==> src/rtl/mem_port_arbiter_if.sv <==
// Shared memory-port bus between the arbiter (master) and the unified
// instruction/data memory (slave): registered req/gnt/rvalid handshake.
interface mem_port_arbiter_if #(
  parameter int ADDR_W = 32,
  parameter int DATA_W = 32
) ();
  logic              bus_req;
  logic              bus_we;
  logic [ADDR_W-1:0] bus_addr;
  logic [DATA_W-1:0] bus_wdata;
  logic              bus_gnt;
  logic              bus_rvalid;
  logic [DATA_W-1:0] bus_rdata;

  modport master (
    output bus_req, bus_we, bus_addr, bus_wdata,
    input  bus_gnt, bus_rvalid, bus_rdata
  );

  modport slave (
    input  bus_req, bus_we, bus_addr, bus_wdata,
    output bus_gnt, bus_rvalid, bus_rdata
  );
endinterface

==> src/rtl/mem_port_arbiter.sv <==
// Arbitrates the single shared memory port between IF fetches and MEM
// loads/stores, one outstanding transaction at a time, MEM first.
module mem_port_arbiter #(
  parameter int ADDR_W = 32,
  parameter int DATA_W = 32
) (
  input  logic              clk,
  input  logic              rst_n,
  input  logic              if_req_i,
  input  logic [ADDR_W-1:0] if_addr_i,
  input  logic              if_kill_i,
  output logic [DATA_W-1:0] if_rdata_o,
  output logic              if_valid_o,
  input  logic              mem_read_i,
  input  logic              mem_write_i,
  input  logic [ADDR_W-1:0] mem_addr_i,
  input  logic [DATA_W-1:0] mem_wdata_i,
  output logic [DATA_W-1:0] mem_rdata_o,
  output logic              mem_valid_o,
  output logic              stall_if_o,
  output logic              stall_mem_o,
  mem_port_arbiter_if.master bus
);

  typedef enum logic [1:0] {IDLE, REQ, WAIT, DONE} state_e;
  typedef enum logic {OWN_IF, OWN_MEM} owner_e;

  state_e            state_q, state_d;
  owner_e            owner_q, owner_d;
  logic              killed_q, killed_d;
  logic              bus_req_q, bus_req_d;
  logic              bus_we_q, bus_we_d;
  logic [ADDR_W-1:0] bus_addr_q, bus_addr_d;
  logic [DATA_W-1:0] bus_wdata_q, bus_wdata_d;
  logic              if_valid_q, if_valid_d;
  logic              mem_valid_q, mem_valid_d;
  logic [DATA_W-1:0] if_rdata_q, if_rdata_d;
  logic [DATA_W-1:0] mem_rdata_q, mem_rdata_d;
  logic              kill_hit;

  assign kill_hit = if_kill_i && (owner_q == OWN_IF);

  always_comb begin
    state_d     = state_q;
    owner_d     = owner_q;
    killed_d    = killed_q;
    bus_req_d   = bus_req_q;
    bus_we_d    = bus_we_q;
    bus_addr_d  = bus_addr_q;
    bus_wdata_d = bus_wdata_q;
    if_valid_d  = 1'b0;
    mem_valid_d = 1'b0;
    if_rdata_d  = if_rdata_q;
    mem_rdata_d = mem_rdata_q;
    unique case (state_q)
      IDLE: begin
        killed_d = 1'b0;
        if (mem_read_i || mem_write_i) begin
          owner_d     = OWN_MEM;
          bus_we_d    = mem_write_i;
          bus_addr_d  = mem_addr_i;
          bus_wdata_d = mem_wdata_i;
          bus_req_d   = 1'b1;
          state_d     = REQ;
        end else if (if_req_i) begin
          owner_d     = OWN_IF;
          bus_we_d    = 1'b0;
          bus_addr_d  = if_addr_i;
          bus_wdata_d = '0;
          bus_req_d   = 1'b1;
          state_d     = REQ;
        end
      end
      REQ: begin
        if (kill_hit) killed_d = 1'b1;
        if (bus.bus_gnt) begin
          bus_req_d = 1'b0;
          state_d   = WAIT;
        end
      end
      WAIT: begin
        if (kill_hit) killed_d = 1'b1;
        if (bus.bus_rvalid) begin
          // A redirected fetch is dropped silently; its data never reaches IF.
          if ((owner_q == OWN_IF) && (killed_q || if_kill_i)) begin
            killed_d = 1'b0;
            state_d  = IDLE;
          end else if (owner_q == OWN_MEM) begin
            mem_valid_d = 1'b1;
            mem_rdata_d = bus_we_q ? '0 : bus.bus_rdata;
            state_d     = DONE;
          end else begin
            if_valid_d = 1'b1;
            if_rdata_d = bus.bus_rdata;
            state_d    = DONE;
          end
        end
      end
      DONE: begin
        killed_d = 1'b0;
        state_d  = IDLE;
      end
    endcase
  end

  always_ff @(posedge clk or negedge rst_n) begin
    if (!rst_n) begin
      state_q     <= IDLE;
      owner_q     <= OWN_IF;
      killed_q    <= 1'b0;
      bus_req_q   <= 1'b0;
      bus_we_q    <= 1'b0;
      bus_addr_q  <= '0;
      bus_wdata_q <= '0;
      if_valid_q  <= 1'b0;
      mem_valid_q <= 1'b0;
      if_rdata_q  <= '0;
      mem_rdata_q <= '0;
    end else begin
      state_q     <= state_d;
      owner_q     <= owner_d;
      killed_q    <= killed_d;
      bus_req_q   <= bus_req_d;
      bus_we_q    <= bus_we_d;
      bus_addr_q  <= bus_addr_d;
      bus_wdata_q <= bus_wdata_d;
      if_valid_q  <= if_valid_d;
      mem_valid_q <= mem_valid_d;
      if_rdata_q  <= if_rdata_d;
      mem_rdata_q <= mem_rdata_d;
    end
  end

  // A late redirect in the completion cycle still suppresses the fetch pulse.
  assign if_valid_o    = if_valid_q && !if_kill_i;
  assign mem_valid_o   = mem_valid_q;
  assign if_rdata_o    = if_rdata_q;
  assign mem_rdata_o   = mem_rdata_q;
  assign stall_if_o    = if_req_i && !if_valid_o;
  assign stall_mem_o   = (mem_read_i || mem_write_i) && !mem_valid_o;
  assign bus.bus_req   = bus_req_q;
  assign bus.bus_we    = bus_we_q;
  assign bus.bus_addr  = bus_addr_q;
  assign bus.bus_wdata = bus_wdata_q;

endmodule

==> src/flat_wrapper.sv <==
// flat-port wrapper written by rule: the top's interface ports become plain ports
module mem_port_arbiter_flat 
#(
  parameter int ADDR_W = 32,
  parameter int DATA_W = 32
)
  (clk, rst_n, if_req_i, if_addr_i, if_kill_i, if_rdata_o, if_valid_o, mem_read_i, mem_write_i, mem_addr_i, mem_wdata_i, mem_rdata_o, mem_valid_o, stall_if_o, stall_mem_o, bus_bus_req, bus_bus_we, bus_bus_addr, bus_bus_wdata, bus_bus_gnt, bus_bus_rvalid, bus_bus_rdata);
  mem_port_arbiter_if #(.ADDR_W(ADDR_W), .DATA_W(DATA_W)) bus_i ();
  input  logic clk;
  input  logic rst_n;
  input  logic if_req_i;
  input  logic [ADDR_W-1:0] if_addr_i;
  input  logic if_kill_i;
  output logic [DATA_W-1:0] if_rdata_o;
  output logic if_valid_o;
  input  logic mem_read_i;
  input  logic mem_write_i;
  input  logic [ADDR_W-1:0] mem_addr_i;
  input  logic [DATA_W-1:0] mem_wdata_i;
  output logic [DATA_W-1:0] mem_rdata_o;
  output logic mem_valid_o;
  output logic stall_if_o;
  output logic stall_mem_o;
  output wire logic [$bits(bus_i.bus_req)-1:0] bus_bus_req;
  output wire logic [$bits(bus_i.bus_we)-1:0] bus_bus_we;
  output wire logic [$bits(bus_i.bus_addr)-1:0] bus_bus_addr;
  output wire logic [$bits(bus_i.bus_wdata)-1:0] bus_bus_wdata;
  input wire logic [$bits(bus_i.bus_gnt)-1:0] bus_bus_gnt;
  input wire logic [$bits(bus_i.bus_rvalid)-1:0] bus_bus_rvalid;
  input wire logic [$bits(bus_i.bus_rdata)-1:0] bus_bus_rdata;
  assign bus_bus_req = bus_i.bus_req;
  assign bus_bus_we = bus_i.bus_we;
  assign bus_bus_addr = bus_i.bus_addr;
  assign bus_bus_wdata = bus_i.bus_wdata;
  assign bus_i.bus_gnt = bus_bus_gnt;
  assign bus_i.bus_rvalid = bus_bus_rvalid;
  assign bus_i.bus_rdata = bus_bus_rdata;
  mem_port_arbiter #(.ADDR_W(ADDR_W), .DATA_W(DATA_W)) u_core (.clk(clk), .rst_n(rst_n), .if_req_i(if_req_i), .if_addr_i(if_addr_i), .if_kill_i(if_kill_i), .if_rdata_o(if_rdata_o), .if_valid_o(if_valid_o), .mem_read_i(mem_read_i), .mem_write_i(mem_write_i), .mem_addr_i(mem_addr_i), .mem_wdata_i(mem_wdata_i), .mem_rdata_o(mem_rdata_o), .mem_valid_o(mem_valid_o), .stall_if_o(stall_if_o), .stall_mem_o(stall_mem_o), .bus(bus_i));
endmodule
==> config.mk <==
export PLATFORM = sky130hd
export DESIGN_NAME = mem_port_arbiter_flat
export DESIGN_NICKNAME = d
export VERILOG_FILES = /design/src/rtl/mem_port_arbiter_if.sv /design/src/rtl/mem_port_arbiter.sv /design/src/flat_wrapper.sv
export SDC_FILE = /design/constraint.sdc
export NUM_CORES = 1
export LEC_CHECK = 0
export BUFFER_PORTS_ARGS = -buffer_cell sky130_fd_sc_hd__buf_2
export CORE_MARGIN = 1
export CORE_UTILIZATION = 50
export CTS_CLUSTER_SIZE = 8
export DETAILED_ROUTE_END_ITERATION = 8
export PLACE_DENSITY = 0.87
export SLEW_MARGIN = 20
export SYNTH_ARGS = -nofsm -noshare
export SYNTH_HDL_FRONTEND = slang
export SYNTH_SLANG_ARGS = --single-unit
==> constraint.sdc <==
create_clock -name clk -period 4.37 [get_ports clk]
set_clock_uncertainty 0.2 [all_clocks]
set_input_delay 1.311 -clock clk [delete_from_list [all_inputs] [get_ports clk]]
set_output_delay 1.311 -clock clk [all_outputs]
set_load 0.005 [all_outputs]
==> metrics.txt <==
outcome finished clean; max cap viols 0; Die ar. 0.0119 mm²; Mapped Area 0.00574 mm²; RSZ-0062 raised after global routing false; layout cells sized above 1 0.583; CTS sink cnt 136; Rel. slew slack 0.402; GR Util All Layers 0.239; PwrDens 697 mW/mm²; hold buffer count at CTS 0; clock-pin slew on the worst setup and hold paths 60 ps; critical path class input pin to output port; CP required 2860 ps; Wirelength per Cell 16.9 µm; gate count of the mapped netlist 417; Syn Area/Cell 13.8 µm²; Synth cell types 28; Design Power 5.40 mW; root buffer cell clkbuf_16; Max VDD drop 329 µV; Final Setup Violations 0; first-pass GRT wire length 21.5 mm; Sequential Power Share 0.393; Final Cycle Share 0.745; port bufs 269; #FFs+latches synth 136; Setup crit end kind output port; post-synthesis sequential area ratio 0.593; Worst setup SP type input pin; via count 4236; Routed Antenna Nets 0; Clock power frac 0.266; DPL Wire Length 10.0 mm; clock buffer depth 2; data arrival time of the critical path 1740 ps; Hold Slack 279 ps; routability cong. 0.789; fin area 0.00775 mm²; Comb pwr share 0.340; Net Sw Power 1.65 mW; I/O pins 270; internal power 3.75 mW; ant diodes 0; Placed Area 0.00716 mm²; CTS tree yes; Initial Utilization 0.520; Via-to-Cell Ratio 5.07; Fmax 0.307 GHz; Setup TNS Final 0 ps; DRC 0; gr ovfl total 0; Die W 109 µm; total iterations of the first detailed-routing run 4; postcts setup bufs 0; Core ar. 0.0110 mm²; Hold WC Path Type flip-flop to flip-flop; Die H 109 µm; max-slew violation count 0; Net Count, Synth 553; row cnt 38; Hold Vio Cnt, Final 0; Iter 0 DRT Violations 314; WL final 14.1 mm; CTS H-tree lvls 4; Ys Warns 0; CTS buffer count 17; crit path time final 3250 ps; vias in the first global route 4233; clk_lat worst skew 400 ps; Net Sw Frac 0.306; final setup margin 1120 ps; Final nets 819; initial antenna violation count 0; Synth-to-Final Area Change 35.1%; pre-CTS WS 1100 ps; worst-path fanout max 3; Pleak 4.11 nW; pin count of the biggest net entering global routing 116; Worst-Margin Slew 898 ps; Resized cells post-CTS 0
## path summary, 6_finish.rpt
kind                                        start                      to  slack (ps)  cells after the start
setup / recovery                        if_kill_i              stall_if_o        1120                      4
hold / removal             u_core.mem_rdata_o[29]  u_core.mem_rdata_o[29]         280                      2
setup reg to reg                u_core.state_q[0]   u_core.if_rdata_o[15]        2180                      3
hold reg to reg            u_core.mem_rdata_o[29]  u_core.mem_rdata_o[29]         280                      2
max in group asynchronous                   rst_n   u_core.if_rdata_o[31]        2320                      2
min in group asynchronous                   rst_n    u_core.if_rdata_o[5]         810                      1
## final cells by class
class                      instances  area (µm²)
clock inverter                    12         151
clock buffer                      19         443
timing repair buffer             275        1410
fill                             779        3280
tap                              140         175
multi-input combinational        250        2160
sequential                       136        3400
inverter                           3        11.3
## cell families after synthesis
kind of cell | after synthesis | share of synthesized area
buffers and inverters | 31 | 0.0338
and+or+nand+nor | 80 | 0.0754
DFF | 136 | 0.593
AOI/OAI and AO/OA | 73 | 0.0883
muxes | 97 | 0.209
## placed cells by master, fill, tap and decap left out, types with 2 or more instances in the layout
master / Yosys / layout
buf_2: 8 / 268
dfrtp_1: 136 / 136
mux2_2: 66 / 66
nand2_1: 34 / 34
o21ai_0: 34 / 34
nand2b_1: 33 / 33
a22o_1: 32 / 32
mux2_4: 29 / 29
clkbuf_16: 0 / 17
clkinvlp_4: 0 / 5
buf_4: 4 / 5
nor2_1: 4 / 4
inv_1: 3 / 3
clkinv_2: 0 / 3
bufinv_16: 0 / 3
a21o_1: 2 / 2
nor2b_1: 2 / 2
mux2_1: 2 / 2
clkbuf_8: 0 / 2
## critical path, cell delays in order
cell and delay, ps:
buf_2 120, nor2b_1 130, nor2b_1 60, buf_2 120
## power groups by stage
stage	clock network (mW)	logic [mW]	registers [mW]
6_report	1.44	1.84	2.12
5_1_grt	1.52	2.01	2.19
4_1_cts	1.46	1.87	2.13
3_5_place_dp	0	1.86	2.13
3_3_place_gp	0	1.78	2.10
2_1_floorplan	0	0.989	2.14
## flip-flops by register name, indices dropped and copies added (netlist names), 2 cells and up
signal	flops
u_core.mem_rdata_o	32
u_core.state_q	2
u_core.bus.bus_wdata	32
u_core.if_rdata_o	32
u_core.bus.bus_addr	32
## synthesized netlist by cell type
| cell | instances | area [µm²] |
|---|---|---|
| mux2_2 | 66 | 743 |
| mux2_4 | 29 | 435 |
| clkbuf_1 | 9 | 33.8 |
| o22ai_1 | 1 | 6.26 |
| nand2_1 | 34 | 128 |
| a21oi_1 | 1 | 5.00 |
| nand2b_1 | 33 | 206 |
| o31ai_2 | 1 | 12.5 |
| nor2b_1 | 2 | 12.5 |
| a21o_1 | 2 | 15.0 |
| dfrtp_1 | 136 | 3400 |
| o21ai_0 | 34 | 170 |
| mux2_1 | 2 | 22.5 |
| nor3b_1 | 1 | 7.51 |
| buf_4 | 4 | 30.0 |
| nor2_2 | 1 | 6.26 |
| nand4b_1 | 1 | 8.76 |
| a211oi_1 | 1 | 7.51 |
| nand3b_1 | 1 | 7.51 |
| a22o_1 | 32 | 280 |
| buf_6 | 7 | 78.8 |
| buf_2 | 8 | 40.0 |
| nand3b_4 | 1 | 20.0 |
| nor2_4 | 1 | 11.3 |
| a221o_1 | 1 | 10.0 |
| nor2_1 | 4 | 15.0 |
| inv_1 | 3 | 11.3 |
| nor3_2 | 1 | 10.0 |
## per-layer routing
metal	wire length, µm	up-vias	track usage
li1	-	1995	-
met1	5640	2072	0.294
met2	7490	151	0.406
met3	746	18	0.0592
met4	223	0	0.0907
met5	0	-	0
## stage by stage
step	std cells	utilization
finish	835	0.703
global route	835	0.703
CTS	835	0.703
detailed placement	804	0.649
global placement	804	0.649
floorplan	417	-
(Power assumes the default switching activity.)
